`src/rtl/spi_bank_pkg.sv`:
```
// spi_bank_pkg -- shared definitions for the serial channel register bank.
//   state_t      : frame FSM states (ST_PAR exists only when
//                  SPI_BANK_PARITY_EN is defined)
//   RW_BIT_OFS   : position of the R/W flag counted from the MSB of the
//                  command word (it is the first bit shifted in)
//   even_parity  : XOR reduction used for the optional data parity bit
package spi_bank_pkg;

`ifdef SPI_BANK_PARITY_EN
   typedef enum logic [2:0] {ST_IDLE, ST_CMD, ST_DATA, ST_PAR, ST_DONE} state_t;
`else
   typedef enum logic [2:0] {ST_IDLE, ST_CMD, ST_DATA, ST_DONE} state_t;
`endif

   localparam int RW_BIT_OFS = 0;

   function automatic logic even_parity(input logic [63:0] v);
      return ^v;
   endfunction

endpackage

```
`src/rtl/spi_chan_bank_if.sv`:
```
// spi_chan_bank_if -- serial programming port plus parallel channel outputs.
//   sel, serial_in          : frame enable and serial data (master -> bank)
//   serial_out              : read-back data (bank -> master)
//   ch, wr_strobe, busy, err: channel registers and status (bank -> master)
interface spi_chan_bank_if #(
   parameter int NUM_CH = 8,
   parameter int CH_W   = 8
);
   logic                     sel;
   logic                     serial_in;
   logic                     serial_out;
   logic [NUM_CH*CH_W-1:0]   ch;
   logic [NUM_CH-1:0]        wr_strobe;
   logic                     busy;
   logic                     err;

   modport master (output sel, serial_in,
                   input  serial_out, ch, wr_strobe, busy, err);
   modport slave  (input  sel, serial_in,
                   output serial_out, ch, wr_strobe, busy, err);
endinterface

```
`src/rtl/spi_shifter.sv`:
```
// spi_shifter -- W-bit shift register, MSB first, with parallel load.
//   sclk, rst  : clock, synchronous active-high reset
//   load       : capture load_data (read snapshot); has priority over shift
//   shift      : shift left, serial_in enters at bit 0
//   data       : register contents; data[W-1] is the serial output bit
// W must be at least 2.
module spi_shifter #(
   parameter int W = 8
) (
   input  logic         sclk,
   input  logic         rst,
   input  logic         load,
   input  logic         shift,
   input  logic         serial_in,
   input  logic [W-1:0] load_data,
   output logic [W-1:0] data
);
   logic [W-1:0] data_reg;

   always_ff @(posedge sclk) begin
      if (rst)
         data_reg <= '0;
      else if (load)
         data_reg <= load_data;
      else if (shift)
         data_reg <= {data_reg[W-2:0], serial_in};
   end

   assign data = data_reg;
endmodule

```
`src/rtl/spi_chan_bank.sv`:
```
// spi_chan_bank -- addressed serial read/write bank of NUM_CH x CH_W registers.
//   sclk, rst : the only clock; synchronous active-high reset
//   bus       : spi_chan_bank_if slave port (sel, serial_in, serial_out,
//               ch, wr_strobe, busy, err)
// Frame: R/W bit, ADDR_W address bits, CH_W data bits, all MSB first. A
// write commits one edge after its last data bit; sel must still be high.
// Optional feature macro: SPI_BANK_PARITY_EN adds an even-parity bit after
// the data (checked on writes, driven on reads).
module spi_chan_bank
   import spi_bank_pkg::*;
#(
   parameter int NUM_CH = 8,
   parameter int CH_W   = 8,
   parameter int ADDR_W = 7
) (
   input logic             sclk,
   input logic             rst,
   spi_chan_bank_if.slave  bus
);
   localparam int CMD_W   = ADDR_W + 1;
   localparam int RW_POS  = CMD_W - 1 - RW_BIT_OFS;
   localparam int CNT_MAX = (CMD_W > CH_W) ? CMD_W : CH_W;
   localparam int CNT_W   = $clog2(CNT_MAX + 1);

   state_t                 state_reg, state_next;
   logic [CNT_W-1:0]       cnt_reg, cnt_next;
   logic [CMD_W-1:0]       cmd_reg;
   logic [CMD_W-1:0]       cmd_now;
   logic [ADDR_W-1:0]      addr_now, addr;
   logic                   rw, in_range;
   logic [CH_W-1:0]        snap, sh_data;
   logic [NUM_CH*CH_W-1:0] ch_flat;
   logic [NUM_CH-1:0]      strobe_vec;
   logic                   sh_load, sh_shift, commit, par_bad, do_write;
   logic                   err_reg, so;
`ifdef SPI_BANK_PARITY_EN
   logic                   capture_par, par_bit_reg, rd_par_reg;
`endif

   // Command word including the bit sampled on the current edge; on the
   // last command edge this is the complete word used for the snapshot.
   assign cmd_now  = {cmd_reg[CMD_W-2:0], bus.serial_in};
   assign addr_now = cmd_now[ADDR_W-1:0];
   assign addr     = cmd_reg[ADDR_W-1:0];
   assign rw       = cmd_reg[RW_POS];
   assign in_range = ({1'b0, addr} < (ADDR_W+1)'(NUM_CH));

   // Out-of-range addresses match no channel, so reads return zeros.
   always_comb begin
      snap = '0;
      for (int k = 0; k < NUM_CH; k++)
         if (addr_now == ADDR_W'(k))
            snap = ch_flat[k*CH_W +: CH_W];
   end

   always_ff @(posedge sclk) begin
      if (rst) begin
         state_reg <= ST_IDLE;
         cnt_reg   <= '0;
      end else begin
         state_reg <= state_next;
         cnt_reg   <= cnt_next;
      end
   end

   // In DATA, cnt counts received bits; cnt == CH_W marks the edge after
   // the last data bit, which is where the frame completes.
   always_comb begin
      state_next = state_reg;
      cnt_next   = cnt_reg;
      sh_load    = 1'b0;
      sh_shift   = 1'b0;
      commit     = 1'b0;
`ifdef SPI_BANK_PARITY_EN
      capture_par = 1'b0;
`endif
      if (!bus.sel) begin
         state_next = ST_IDLE;
         cnt_next   = '0;
      end else begin
         case (state_reg)
            ST_IDLE: begin
               state_next = ST_CMD;
               cnt_next   = CNT_W'(1);
            end
            ST_CMD: begin
               if (cnt_reg == CNT_W'(CMD_W-1)) begin
                  state_next = ST_DATA;
                  cnt_next   = '0;
                  sh_load    = 1'b1;
               end else begin
                  cnt_next = cnt_reg + CNT_W'(1);
               end
            end
            ST_DATA: begin
               if (cnt_reg == CNT_W'(CH_W)) begin
`ifdef SPI_BANK_PARITY_EN
                  state_next  = ST_PAR;
                  capture_par = 1'b1;
`else
                  state_next = ST_DONE;
                  commit     = 1'b1;
`endif
               end else begin
                  sh_shift = 1'b1;
                  cnt_next = cnt_reg + CNT_W'(1);
               end
            end
`ifdef SPI_BANK_PARITY_EN
            ST_PAR: begin
               state_next = ST_DONE;
               commit     = 1'b1;
            end
`endif
            ST_DONE: state_next = ST_DONE;
            default: state_next = ST_IDLE;
         endcase
      end
   end

   // One register serves both directions: write data shifts in, the read
   // snapshot shifts out of the MSB.
   spi_shifter #(.W(CH_W)) u_shifter (
      .sclk      (sclk),
      .rst       (rst),
      .load      (sh_load),
      .shift     (sh_shift),
      .serial_in (bus.serial_in),
      .load_data (snap),
      .data      (sh_data)
   );

`ifdef SPI_BANK_PARITY_EN
   assign par_bad = !rw && (par_bit_reg != even_parity(64'(sh_data)));
`else
   assign par_bad = 1'b0;
`endif
   assign do_write = commit && in_range && !rw && !par_bad;

   always_ff @(posedge sclk) begin
      if (rst) begin
         cmd_reg <= '0;
         err_reg <= 1'b0;
`ifdef SPI_BANK_PARITY_EN
         par_bit_reg <= 1'b0;
         rd_par_reg  <= 1'b0;
`endif
      end else begin
         if (bus.sel && (state_reg == ST_IDLE || state_reg == ST_CMD))
            cmd_reg <= cmd_now;
         if (commit && (!in_range || par_bad))
            err_reg <= 1'b1;
`ifdef SPI_BANK_PARITY_EN
         if (capture_par)
            par_bit_reg <= bus.serial_in;
         if (sh_load)
            rd_par_reg <= even_parity(64'(snap));
`endif
      end
   end

   genvar gi;
   generate
      for (gi = 0; gi < NUM_CH; gi++) begin : g_ch
         logic [CH_W-1:0] ch_reg;
         logic            strobe_reg;
         logic            hit;
         assign hit = do_write && (addr == ADDR_W'(gi));
         always_ff @(posedge sclk) begin
            if (rst) begin
               ch_reg     <= '0;
               strobe_reg <= 1'b0;
            end else begin
               strobe_reg <= hit;
               if (hit)
                  ch_reg <= sh_data;
            end
         end
         assign ch_flat[gi*CH_W +: CH_W] = ch_reg;
         assign strobe_vec[gi]           = strobe_reg;
      end
   endgenerate

   // Read data is live only in DATA; the cycle after the last data bit
   // carries the snapshot parity when parity is enabled, else zero.
   always_comb begin
      so = 1'b0;
      if (state_reg == ST_DATA && rw) begin
         if (cnt_reg < CNT_W'(CH_W))
            so = sh_data[CH_W-1];
`ifdef SPI_BANK_PARITY_EN
         else
            so = rd_par_reg;
`endif
      end
   end

   assign bus.serial_out = so;
   assign bus.ch         = ch_flat;
   assign bus.wr_strobe  = strobe_vec;
   assign bus.busy       = (state_reg != ST_IDLE);
   assign bus.err        = err_reg;
endmodule

```
`src/flat_wrapper.sv`:
```
// flat-port wrapper written by rule: the top's interface ports become plain ports
module spi_chan_bank_flat import spi_bank_pkg::*;
#(
   parameter int NUM_CH = 8,
   parameter int CH_W   = 8,
   parameter int ADDR_W = 7
)
  (sclk, rst, bus_sel, bus_serial_in, bus_serial_out, bus_ch, bus_wr_strobe, bus_busy, bus_err);
  spi_chan_bank_if #(.NUM_CH(NUM_CH), .CH_W(CH_W)) bus_i ();
  input logic sclk;
  input logic rst;
  input wire logic [$bits(bus_i.sel)-1:0] bus_sel;
  input wire logic [$bits(bus_i.serial_in)-1:0] bus_serial_in;
  output wire logic [$bits(bus_i.serial_out)-1:0] bus_serial_out;
  output wire logic [$bits(bus_i.ch)-1:0] bus_ch;
  output wire logic [$bits(bus_i.wr_strobe)-1:0] bus_wr_strobe;
  output wire logic [$bits(bus_i.busy)-1:0] bus_busy;
  output wire logic [$bits(bus_i.err)-1:0] bus_err;
  assign bus_i.sel = bus_sel;
  assign bus_i.serial_in = bus_serial_in;
  assign bus_serial_out = bus_i.serial_out;
  assign bus_ch = bus_i.ch;
  assign bus_wr_strobe = bus_i.wr_strobe;
  assign bus_busy = bus_i.busy;
  assign bus_err = bus_i.err;
  spi_chan_bank #(.NUM_CH(NUM_CH), .CH_W(CH_W), .ADDR_W(ADDR_W)) u_core (.sclk(sclk), .rst(rst), .bus(bus_i));
endmodule
```
`config.mk`:
```
export PLATFORM = sky130hd
export DESIGN_NAME = spi_chan_bank_flat
export DESIGN_NICKNAME = d
export VERILOG_FILES = /design/src/rtl/spi_bank_pkg.sv /design/src/rtl/spi_chan_bank_if.sv /design/src/rtl/spi_shifter.sv /design/src/rtl/spi_chan_bank.sv /design/src/flat_wrapper.sv
export SDC_FILE = /design/constraint.sdc
export NUM_CORES = 1
export LEC_CHECK = 0
export BUFFER_PORTS_ARGS = -buffer_cell sky130_fd_sc_hd__buf_4
export CORE_MARGIN = 8
export CORE_UTILIZATION = 35
export DETAILED_ROUTE_END_ITERATION = 12
export SETUP_SLACK_MARGIN = 0.02
export SLEW_MARGIN = 10
export SYNTH_ARGS = -nofsm -noshare
export SYNTH_HDL_FRONTEND = slang
export SYNTH_SLANG_ARGS = --single-unit
```
`constraint.sdc`:
```
create_clock -name sclk -period 4.9 [get_ports sclk]
set_clock_uncertainty 0.15 [all_clocks]
set_input_delay 0.49 -clock sclk [delete_from_list [all_inputs] [get_ports sclk]]
set_output_delay 0.49 -clock sclk [all_outputs]
set_load 0.02 [all_outputs]
```
==> out/metrics.cfg, run 1 <==
[outcome]
status=complete, no violations

[power]
swShare=0.2413
seq_power_share=0.501
power_density_nw_per_um2=289.1
vdd_drop_max_mv=0.1436
p_sw_uw=379.0
pwr-share-comb=0.051
leakage_uw=0.002485
p_int_uw=1191
clkPwrFrac=0.448

[sta]
min_period_ps=2754
fmax_mhz=363.1
tightestPinTransition_ps=958.0
hold_viol=0
timing.final.crit_share=0.5621
relSlewSlack=0.3571
setup_viol=0
hold_slack_ps=333.7
tns_ps=0
final_max_slew_viol_count=0
rsz0062_at_grt=false

[finish]
area_growth_pct=19.26
largest_reg_flops=64
fin_util=0.4287
fillers=1235
fin_nets=527
seq_area_um2=1902
layout-drive-gt1-share=0.2385
n_antenna_cell=0
final_cells=692
multi_input_area_um2=2410

[floorplan]
rows=41
dieWidth_um=130.1
die_area_um2=16920
initial_core_util=0.3594
die_h_um=130.1
core_um2=12670
ios=79

[cts]
cts_tree=built
clockBufferDepth=2
htree_levels=3
ctsResizeCount=0
clkTransAtPathRegs_ps=70
cts_setup_buffers=0
insertion_delay_ps=350
holdBufCountCts=0
cts_sinks=95
cts_root_buf=clkbuf_16
numCtsBuffers=9

[global_routing]
grt_pass1_vias=3499
grt_usage=0.1570
grt_max_degree=99
grt_overflow=0
grt_pass1_wl_um=20560
antenna_found_initial=0

[place]
placed_cells=676
hpwl_um=9421
gp_congestion=0.8680
port_buffers=78

[logic_synthesis]
syn-num-nets=484
synthFlopType=dfxtp_1
syn_inst=472
synth_edf_count=0
synth.top_cell.area_share=0.4176
ys_seq_elements=95
synthArstFlopShare=0
synthTopCellsByArea=dfxtp_1 (42%), mux2i_1 (16%), nand2b_1 (5.8%)
syn_area_um2=4554
synth_cell_type_count=47
synth_top_area_cell=dfxtp_1
ys_seq_area_frac=0.4176
postSynthAreaPerCell_um2=9.649
yosys_warnings=0

[routing]
drt-initial-drc-count=303
drcViolationCount=0
wl_per_cell_um=18.63
dr.pass1.iters=4
vias=3567
avgViaCountPerCell=5.155
wl_um=12890
postRouteAntennaNets=0

[critical_path]
critical_path_class=flop to flop
rrSetupSlack_ps=2150
critPathRequiredTime_ps=4960
rr_endpoint=u_core.g_ch[7].ch_reg[3]
cp.arrival_ps=2810
path_max_fanout=21
startpoint_type=flop
rr_worst_depth=6
cp-end-kind=flop
r2r_start=u_core.cnt_reg[0]

[min_path]
hold_depth=2
hp-class=flop to flop
min_from=u_core.bus.err
whs_endpoint=u_core.bus.err

[run]
drv_cap=0

==> synth_stat cells (3+ instances only) <==
| cell type | n |
|---|---|
| dfxtp_1 | 95 |
| mux2i_1 | 75 |
| nor2_1 | 67 |
| nand2b_1 | 42 |
| clkbuf_1 | 21 |
| nor3_1 | 14 |
| buf_2 | 11 |
| nand2_1 | 9 |
| nand3_1 | 9 |
| o21ai_0 | 9 |
| buf_4 | 8 |
| ha_1 | 8 |
| mux4_2 | 8 |
| or3_1 | 8 |
| or2_2 | 7 |
| a211oi_1 | 6 |
| a221oi_1 | 6 |
| a22oi_1 | 6 |
| a31o_2 | 6 |
| nand4_1 | 6 |
| inv_1 | 5 |
| a21oi_1 | 4 |
| a21o_1 | 3 |
| a31oi_1 | 3 |
| buf_1 | 3 |
| buf_6 | 3 |
| or4_1 | 3 |
==> cell type report <==
class,instances,area share
multi-input cells,326,0.4437
well taps,172,0.03962
inverters,5,0.003455
repair buffers,78,0.1078
clock inverters,5,0.008754
flip-flops and latches,95,0.3501
clock buffers,11,0.04653
==> power groups by stage <==
stage	Clock [uW]	Combinational (uW)	Sequential, uW
floorplan	0	69.7	796
global placement	0	77.9	804
detailed placement	0	79.4	804
CTS	714	80.2	786
global route	745	89.3	788
finish	703	80.6	787
==> kinds of logic after synthesis <==
| logic type | count (synthesis) | synth area share |
|---|---|---|
| and+or+nand+nor | 185 | 0.2179 |
| DFF | 95 | 0.4176 |
| muxes | 83 | 0.2044 |
| buffers and inverters | 51 | 0.05659 |
| AOI/OAI and AO/OA | 50 | 0.08159 |
| adders and majority gates | 8 | 0.02198 |
==> per-layer routing <==
layer,track usage,vias to the layer above,share of wire
li1,-,1741,-
met1,0.2239,1702,0.50
met2,0.2252,110,0.42
met3,0.03876,14,0.064
met4,0.05055,0,0.014
met5,0,-,0
==> worst max-delay path by stage <==
stage | to | slack (ps) | start
CTS | u_core.g_ch[2].ch_reg[5] | 1950 | u_core.state_reg[0]
floorplan | u_core.u_shifter.data[7] | 2770 | bus_serial_in
finish | u_core.g_ch[7].ch_reg[3] | 2150 | u_core.cnt_reg[0]
global route | u_core.g_ch[1].ch_reg[4] | 1920 | u_core.cnt_reg[0]
detailed placement | u_core.g_ch[2].ch_reg[5] | 1980 | u_core.cnt_reg[0]
global placement | u_core.g_ch[2].ch_reg[3] | 2170 | u_core.cnt_reg[0]
==> metrics by stage <==
step           total power (uW)  area, um2  worst slack (ps)
2_1_floorplan             865.8       4554              2769
3_3_place_gp              881.4       5122              2168
3_5_place_dp              883.7       5122              1984
4_1_cts                    1580       5423              1945
5_1_grt                    1622       5431              1924
6_report                   1570       5431              2146
==> critical path, stage by stage (launching register included) <==
cell	delay [ps]
dfxtp_1	330
inv_1	100
ha_1	180
and3b_1	570
nand3_2	230
or4b_1	840
mux2i_1	210
==> layout by cell type (no fill, tap or decap), types with 9 or more instances in the layout <==
cell and n:
nand2_1 9, nand3_1 9, o21ai_0 9, buf_4 78, nor2_1 67, nand2b_1 42
clkbuf_16 9, dfxtp_1 95, nor3_1 14, mux2i_1 75
(Power assumes the default switching activity.)
==> run 2: changes to the inputs <==
- clock period: 4.9 -> 2.47 ns (I/O delays scaled with it)
==> out/metrics.cfg, run 2 (synthesized netlist as in run 1, its figures left out) <==
[finish]
area_growth_pct=23.24
final_cell_mix=buf_4 (99), dfxtp_1 (95), mux2i_1 (75), nor2_1 (67), nand2b_1 (42)
final_cells=712  ; +2.9%
largest_reg_flops=64  ; unchanged
fin_util=0.4430  ; +0.01432
layout-drive-gt1-share=0.2704  ; +0.03191
fin_nets=548  ; +4.0%
final_common_cell=buf_4
n_antenna_cell=0  ; unchanged

[cts]
cts_setup_buffers=0  ; unchanged
cts_sinks=95  ; unchanged
insertion_delay_ps=350  ; about the same
numCtsBuffers=9  ; unchanged
clkTransAtPathRegs_ps=60  ; about the same
cts_root_buf=clkbuf_16
htree_levels=3  ; unchanged
clockBufferDepth=2  ; unchanged
cts_tree=built

[place]
placed_cells=697  ; +3.1%
gp_congestion=0.8815  ; +1.6%
port_buffers=78  ; unchanged
hpwl_um=10080  ; +7.0%

[sta]
final_max_slew_viol_count=0  ; unchanged
relSlewSlack=0.5991  ; +0.2420
tns_ps=0  ; unchanged
fmax_mhz=420.0  ; +16%
hold_viol=0  ; unchanged
tightestPinTransition_ps=601.3  ; -356.6 ps
setup_viol=0  ; unchanged
rsz0062_at_grt=true
timing.final.crit_share=0.9639  ; +0.4019
min_period_ps=2381  ; -373.1 ps

[routing]
postRouteAntennaNets=0  ; unchanged
avgViaCountPerCell=5.294  ; +2.7%
vias=3769  ; +5.7%
drt-initial-drc-count=268  ; -12%
dr.pass1.iters=4  ; unchanged
wl_per_cell_um=19.08  ; +2.4%
drcViolationCount=0  ; unchanged
wl_um=13590  ; +5.4%

[power]
vdd_drop_max_mv=0.2703  ; +88%
leakage_uw=0.002599  ; +4.6%
pwr-share-comb=0.057  ; +0.006
clkPwrFrac=0.463  ; +0.015
p_sw_uw=729.6  ; +93%
seq_power_share=0.480  ; -0.021
p_int_uw=2507  ; +110%
swShare=0.2254  ; -0.01588
power_density_nw_per_um2=576.6  ; +99%

[global_routing]
grt_max_degree=67  ; -32%
use_met3=0.03060  ; -0.008160
grt_pass1_vias=3706  ; +5.9%
grt_overflow=0  ; unchanged
use_met2=0.2407  ; +0.01554
busiest_layer=met2
antenna_found_initial=0  ; unchanged
grt_pass1_wl_um=21090  ; +2.6%
grt_usage=0.1606  ; +0.003572
grtUsageMet1=0.2192  ; -0.004661

[min_path]
hp-class=primary input to flop
min_from=bus_sel

[critical_path]
critical_path_class=flop to flop
r2r_start=u_core.cmd_reg[2]
path_max_fanout=11  ; -48%
critPathRequiredTime_ps=2540  ; -2420 ps
startpoint=u_core.cmd_reg[2]
rrSetupSlack_ps=90  ; -2060 ps
cp-end-kind=flop
cp.arrival_ps=2450  ; -360 ps
startpoint_type=flop

[floorplan]
core_um2=12670  ; unchanged
ios=79  ; unchanged
initial_core_util=0.3594  ; unchanged
dieWidth_um=130.1  ; unchanged
die_area_um2=16920  ; unchanged
rows=41  ; unchanged
die_h_um=130.1  ; unchanged

[outcome]
status=complete, no violations

[run]
drv_cap=0  ; unchanged

-- run 2: cell type report --
cell class	instances	area (um2)
tap	172	215.2
timing repair buffer	99	743.2
sequential	95	1902
clock buffer	9	225.2
fill	1245	7058
inverter	5	18.77
clock inverter	6	93.84
multi-input combinational	326	2415
-- run 2: what timing repair did --
item	in CTS	in global routing
hold buffers	0	0
endpoints found under the setup margin	0	21
gates resized for setup	0	3
-- run 2: power groups by stage --
stage | logic, uW | registers, uW | clock network [uW]
6_report | 185 | 1550 | 1500
2_1_floorplan | 138 | 1580 | 0
3_5_place_dp | 183 | 1590 | 0
4_1_cts | 184 | 1550 | 1520
3_3_place_gp | 178 | 1590 | 0
5_1_grt | 202 | 1550 | 1580
-- run 2: stage by stage --
| step | worst slack, ps | total power (uW) | hold slack, ps | area [um2] |
|---|---|---|---|---|
| after floorplan | 351.9 | 1718 | 311.9 | 4554 |
| after global placement | 103.0 | 1764 | 322.6 | 5280 |
| after detailed placement | 58.91 | 1770 | 339.6 | 5280 |
| after CTS | 54.69 | 3256 | 184.3 | 5599 |
| after global routing | 6.168 | 3334 | 222.7 | 5613 |
| final | 89.05 | 3236 | 184.8 | 5613 |
-- run 2: worst max-delay path, cell delays in order, from the launching register on --
cell and delay, ps:
dfxtp_1 420, or4_1 670, or4_1 680, nor2_1 250, a211oi_1 80
-- run 2: path summary, 6_finish.rpt --
path                              end  cells past startpoint
max          u_core.u_shifter.data[5]                      4
max reg2reg  u_core.u_shifter.data[5]                      4
min reg2reg  u_core.g_ch[2].ch_reg[1]                      2
min                 u_core.cnt_reg[2]                      3
-- run 2: per-layer routing --
layer / wire length (um) / up-vias
met5: 0 / -
met3: 961 / 22
met2: 5952 / 147
met1: 6349 / 1821
met4: 321 / 0
li1: - / 1779
